$ cat config.mk
export PLATFORM = sky130hd
export DESIGN_NAME = bcd_seg_scan
export DESIGN_NICKNAME = d
export VERILOG_FILES = /design/src/rtl/bcd_seg_scan.sv
export SDC_FILE = /design/constraint.sdc
export NUM_CORES = 1
export LEC_CHECK = 0
export CORE_MARGIN = 3
export CORE_UTILIZATION = 45
export DETAILED_ROUTE_END_ITERATION = 6
export PLACE_DENSITY = 0.7
export SETUP_SLACK_MARGIN = 0.1
export SLEW_MARGIN = 15
export SYNTH_ARGS = -nofsm -noshare
export SYNTH_HDL_FRONTEND = slang
export SYNTH_SLANG_ARGS = --single-unit
$ cat constraint.sdc
create_clock -name i_clk -period 2.3 [get_ports i_clk]
set_input_delay 0.23 -clock i_clk [delete_from_list [all_inputs] [get_ports i_clk]]
set_output_delay 0.23 -clock i_clk [all_outputs]
set_load 0.005 [all_outputs]
$ cat src/rtl/bcd_seg_scan.sv
// bcd_seg_scan: 4-digit multiplexed 7-segment driver for packed BCD.
// Ports: i_clk, i_reset_n (async, low), i_bcd_data/i_bcd_valid capture,
//   i_blank_lz leading-zero blanking, o_an/o_seg active-low drives,
//   o_digit_tick one-cycle pulse on the first cycle of each slot.
module bcd_seg_scan #(
  parameter int CLK_DIV = 50000,
  parameter int GUARD   = 16
) (
  input  logic        i_clk,
  input  logic        i_reset_n,
  input  logic [15:0] i_bcd_data,
  input  logic        i_bcd_valid,
  input  logic        i_blank_lz,
  output logic [3:0]  o_an,
  output logic [6:0]  o_seg,
  output logic        o_digit_tick
);

  localparam int CW = (CLK_DIV > 2) ? $clog2(CLK_DIV) : 1;
  localparam logic [CW-1:0] CNT_LAST = CW'(CLK_DIV - 1);
  localparam logic [CW-1:0] CNT_SHOW = CW'(GUARD - 1);
  localparam logic [CW-1:0] CNT_ONE  = CW'(1);

  localparam logic [3:0] AN_OFF  = 4'b1111;
  localparam logic [6:0] SEG_OFF = 7'h7F;

  logic [CW-1:0] cnt;
  logic [1:0]    idx;
  logic [15:0]   cap;
  logic [15:0]   snap;

  logic          wrap;
  logic          show;

  logic [3:0]    nib;
  logic [6:0]    seg_dec;
  logic [3:0]    an_dec;
  logic          blank;

  assign wrap = (cnt == CNT_LAST);
  assign show = (cnt == CNT_SHOW);

  // Capture: last strobe wins, no backpressure.
  always_ff @(posedge i_clk or negedge i_reset_n) begin
    if (!i_reset_n) begin
      cap <= '0;
    end else if (i_bcd_valid) begin
      cap <= i_bcd_data;
    end
  end

  // Prescaler, digit index and snapshot.
  // Index resets to 3 so the first wrap lands on digit 0
  // and loads the snapshot at the same time.
  always_ff @(posedge i_clk or negedge i_reset_n) begin
    if (!i_reset_n) begin
      cnt  <= '0;
      idx  <= 2'd3;
      snap <= '0;
    end else if (wrap) begin
      cnt <= '0;
      idx <= idx + 2'd1;
      if (idx == 2'd3) begin
        snap <= cap;
      end
    end else begin
      cnt <= cnt + CNT_ONE;
    end
  end

  // Digit select from snapshot.
  always_comb begin
    nib    = snap[3:0];
    an_dec = 4'b1110;
    unique case (idx)
      2'd0: begin
        nib    = snap[3:0];
        an_dec = 4'b1110;
      end
      2'd1: begin
        nib    = snap[7:4];
        an_dec = 4'b1101;
      end
      2'd2: begin
        nib    = snap[11:8];
        an_dec = 4'b1011;
      end
      2'd3: begin
        nib    = snap[15:12];
        an_dec = 4'b0111;
      end
      default: begin
        nib    = snap[3:0];
        an_dec = 4'b1110;
      end
    endcase
  end

  // Digit k is blanked when it and every digit above it are zero.
  // Digit 0 is never blanked.
  always_comb begin
    blank = 1'b0;
    if (i_blank_lz) begin
      unique case (idx)
        2'd1:    blank = (snap[15:4]  == 12'h000);
        2'd2:    blank = (snap[15:8]  == 8'h00);
        2'd3:    blank = (snap[15:12] == 4'h0);
        default: blank = 1'b0;
      endcase
    end
  end

  // Active-low {g,f,e,d,c,b,a}; non-BCD codes show a dash.
  always_comb begin
    seg_dec = 7'h3F;
    unique case (nib)
      4'd0:    seg_dec = 7'h40;
      4'd1:    seg_dec = 7'h79;
      4'd2:    seg_dec = 7'h24;
      4'd3:    seg_dec = 7'h30;
      4'd4:    seg_dec = 7'h19;
      4'd5:    seg_dec = 7'h12;
      4'd6:    seg_dec = 7'h02;
      4'd7:    seg_dec = 7'h78;
      4'd8:    seg_dec = 7'h00;
      4'd9:    seg_dec = 7'h10;
      default: seg_dec = 7'h3F;
    endcase
  end

  // Outputs: dark at each slot start, lit after the guard,
  // held for the rest of the slot.
  always_ff @(posedge i_clk or negedge i_reset_n) begin
    if (!i_reset_n) begin
      o_an         <= AN_OFF;
      o_seg        <= SEG_OFF;
      o_digit_tick <= 1'b0;
    end else begin
      o_digit_tick <= wrap;
      if (wrap) begin
        o_an  <= AN_OFF;
        o_seg <= SEG_OFF;
      end else if (show) begin
        if (blank) begin
          o_an  <= AN_OFF;
          o_seg <= SEG_OFF;
        end else begin
          o_an  <= an_dec;
          o_seg <= seg_dec;
        end
      end
    end
  end

endmodule

==> impl_metrics.tcl <==
set metrics [dict create \
    regToRegEndpoint "o_seg[3]" \
    max-cap-violations 0 \
    first_global_vias 1901 \
    critPathCaptureType "flop" \
    timing.final.ws_setup_ns 0.130 \
    synth_enable_flop_cells 0 \
    vias 1937 \
    dr.pass1.iters 5 \
    layout-drive-gt1-share_pct 32.8 \
    finalMaxSlewViolations 0 \
    finClkSkew_ns 0.00686 \
    yosys_warnings 0 \
    worst-slew-pin-transition_ns 0.544 \
    setup_violations 0 \
    finalHoldViolations 0 \
    antenna_cells_inserted 0 \
    coreArea_um2 6030 \
    cts_sinks 62 \
    critical_path.max_stage_delay_ns 0.56 \
    synth.largest_area_cell "dfrtp_1" \
    global_route.usage.total_pct 16.1 \
    fmax_mhz 461 \
    vias_per_cell 5.31 \
    place.port_buffers 31 \
    crit_path_start_kind "flop" \
    run_status "finished, final reports clean" \
    synth_top_cells_by_count "dfrtp_1, nor2_1, mux2_2, dfstp_2, a21oi_1" \
    grt_first_pass_wirelength_mm 9.10 \
    die-area_um2 7360 \
    aggregate_negative_setup_slack_ns 0 \
    required_time_reported_for_the_critical_path_endpoint_ns 2.56 \
    route.final.wire_length_mm 5.52 \
    postSynthRegisterBits 62 \
    clock_power_share_pct 45.5 \
    syn-num-nets 260 \
    ctsHtreeMaxLevel 3 \
    dpl.hpwl_mm 3.94 \
    post_syn_area_per_cell_um2 12.4 \
    insertion_delay_ns 0.34 \
    gpl.final_weighted_congestion 0.783 \
    switching_share_pct 20.8 \
    netlist_top_cells_area "dfrtp_1, dfstp_2, mux2_2" \
    grt_start_max_net_pins 26 \
    powerDensity_nw_per_um2 618 \
    seq_area_frac_synth_pct 54.7 \
    critPathMostFrequentCell "ha_4" \
    cts.reportedPaths.clkPinSlew_ns 0.07 \
    final_critical_delay_including_setup_and_external_delays_ns 2.17 \
    die-width_um 85.8 \
    hp-class "in2async" \
    mappedNetlistArea_um2 2860 \
    postSynth.topFlopCell "dfrtp_1" \
    count_leader_synth "dfrtp_1" \
    clock-root-buffer "clkbuf_8" \
    die_boundary_height_um 85.8 \
    ctsLongestPathBuffers 2 \
    final_net_count 314 \
    pwr-share-comb_pct 4.1 \
    asr_flop_ratio_synth_pct 100 \
    leakage_nw 1.66 \
    reg2regPathDepth 7 \
    area_growth_from_synthesis_to_final_layout_pct 27.4 \
    timing.slew.headroom_pct 63.7 \
    switchingPower_mw 0.470 \
    detail_route.iter0.violations 134 \
    number_of_cell_rows 28 \
    critical_path.max_fanout 3 \
    worstSetupPathType "reg2reg" \
    detail_route.wl_per_cell_um 15.1 \
    drc 0 \
    tritoncts.num_buffers 9 \
    pre_cts_ws_ns 0.0504 \
    globalRoute.totalOverflow 0 \
    layout.filler_cells 513 \
    netlist.area_leader.share_pct 42.8 \
    antenna_left 0 \
    vdd_ir_drop_max_v 0.000518 \
    grt_antenna_before_repair 0 \
    reg2reg_setup_slack_ns 0.13 \
    critPathSlowestCell "dfstp_2" \
    crit-reg2reg-launch "idx[1]" \
    cts_tree "yes" \
    synth_cells 231 \
    crit_chain "inv_4 -> ha_4 -> a222oi_1 -> mux2_4 -> ha_4 -> or3_1 -> a31oi_1" \
    rsz0062_at_grt "true" \
    worstPathArrival_ns 2.43 \
    sequentialPowerShare_pct 50.3 \
    p_int_mw 1.78 \
    initial_utilization_pct 47.5 \
    final_min_period_over_clock_period_pct 94.4 \
    yosys.cell_types.count 40 \
    pin_count 32 \
]
## metal layers
layer | track usage [%] | up-vias | share of wire, %
met1 | 20.7 | 958 | 46
met4 | 6.47 | 0 | 1.9
met2 | 25.1 | 49 | 47
met5 | 0 | - | 0
li1 | - | 920 | -
met3 | 5.48 | 10 | 4.7
## per-stage QoR
| stage | power (mW) | util, % | std cells | cell area [um^2] | hold WS, ns |
|---|---|---|---|---|---|
| 3_3_place_gp | 1.25 | 54.9 | 342 | 3310 | 0.254 |
| 2_1_floorplan | 1.18 | - | 231 | 2860 | -0.0656 |
| 6_report | 2.25 | 60.6 | 365 | 3650 | 0.408 |
| 3_5_place_dp | 1.25 | 54.9 | 342 | 3310 | 0.247 |
| 5_1_grt | 2.35 | 60.6 | 365 | 3650 | 0.450 |
| 4_1_cts | 2.28 | 58.9 | 360 | 3550 | 0.420 |
## power by group through the flow
stage | clock, mW | sequential (mW) | combinational (mW)
after floorplan | 0 | 1.15 | 0.0348
after global placement | 0 | 1.15 | 0.0922
after detailed placement | 0 | 1.16 | 0.0949
after CTS | 1.05 | 1.14 | 0.0965
after global routing | 1.10 | 1.14 | 0.105
final | 1.03 | 1.13 | 0.0931
## cell usage in the layout (no fill, tap or decap), types with 2 or more instances in the layout
cell / instances
and3_1: 4
mux2_2: 24
dfstp_2: 13
nor2_1: 28
bufinv_16: 2
ha_4: 3
ha_1: 5
a31oi_1: 3
nand4_1: 2
buf_4: 14
a21oi_1: 11
o21ai_0: 3
inv_4: 2
buf_6: 2
inv_1: 7
clkinv_2: 2
nand2_1: 7
clkbuf_8: 9
xor2_1: 10
nor3_1: 5
dfrtp_1: 49
nand3_1: 9
mux2_4: 12
a222oi_1: 4
xnor2_1: 5
clkdlybuf4s50_1: 30
## how the worst max path moves through the flow
stage / start / end / slack [ns] / cells past startpoint
after CTS: idx[1] / o_seg[3] / 0.11 / 7
after floorplan: idx[1] / o_seg[3] / 0.12 / 7
after global routing: idx[1] / o_seg[3] / 0.005 / 7
after global placement: idx[1] / o_seg[3] / 0.11 / 7
final: idx[1] / o_seg[3] / 0.13 / 7
after detailed placement: idx[1] / o_seg[3] / 0.05 / 7
## flip-flops by register name, indices dropped and copies added, names as in the netlist
| signal | cells |
|---|---|
| cnt | 16 |
| idx | 2 |
| snap | 16 |
| o_an | 4 |
| cap | 16 |
| o_digit_tick | 1 |
| o_seg | 7 |
## area by class of cell
cell class                 instances  area [um^2]  share of cell area [%]
clock buffer                      10          128                    3.50
clock inverter                     6         86.3                    2.37
inverter                           9         38.8                    1.06
multi-input combinational        155         1290                    35.4
sequential                        62         1570                    43.0
tap                               75         93.8                    2.57
timing repair buffer              48          443                    12.1
## logic make-up after synthesis
kind of cell	Yosys count	share of synthesized area [%]
AOI/OAI and AO/OA	28	6.90
xor gates and xnor gates	15	4.59
adders and majority gates	9	3.93
buffers and inverters	14	2.14
DFF	62	54.7
muxes	37	15.8
and+or+nand+nor	66	11.9
## repair_timing
action,in CTS,in global routing
resized for setup,4,13
gates cloned,0,0
endpoints found under the setup margin,2,6
hold endpoints to repair,20,0
pin swaps,2,4
buffers inserted,1,5
hold buffers,1,0
## worst max-delay path: cells and delay by family (launching register included)
kind	cells	cell delay [ns]
and+or+nand+nor	1	0.34
muxes	1	0.25
AOI/OAI and AO/OA	2	0.52
adders and majority gates	2	0.36
DFF	1	0.56
buffers and inverters	1	0.05
Note: power is estimated with default switching activity, not from simulation.
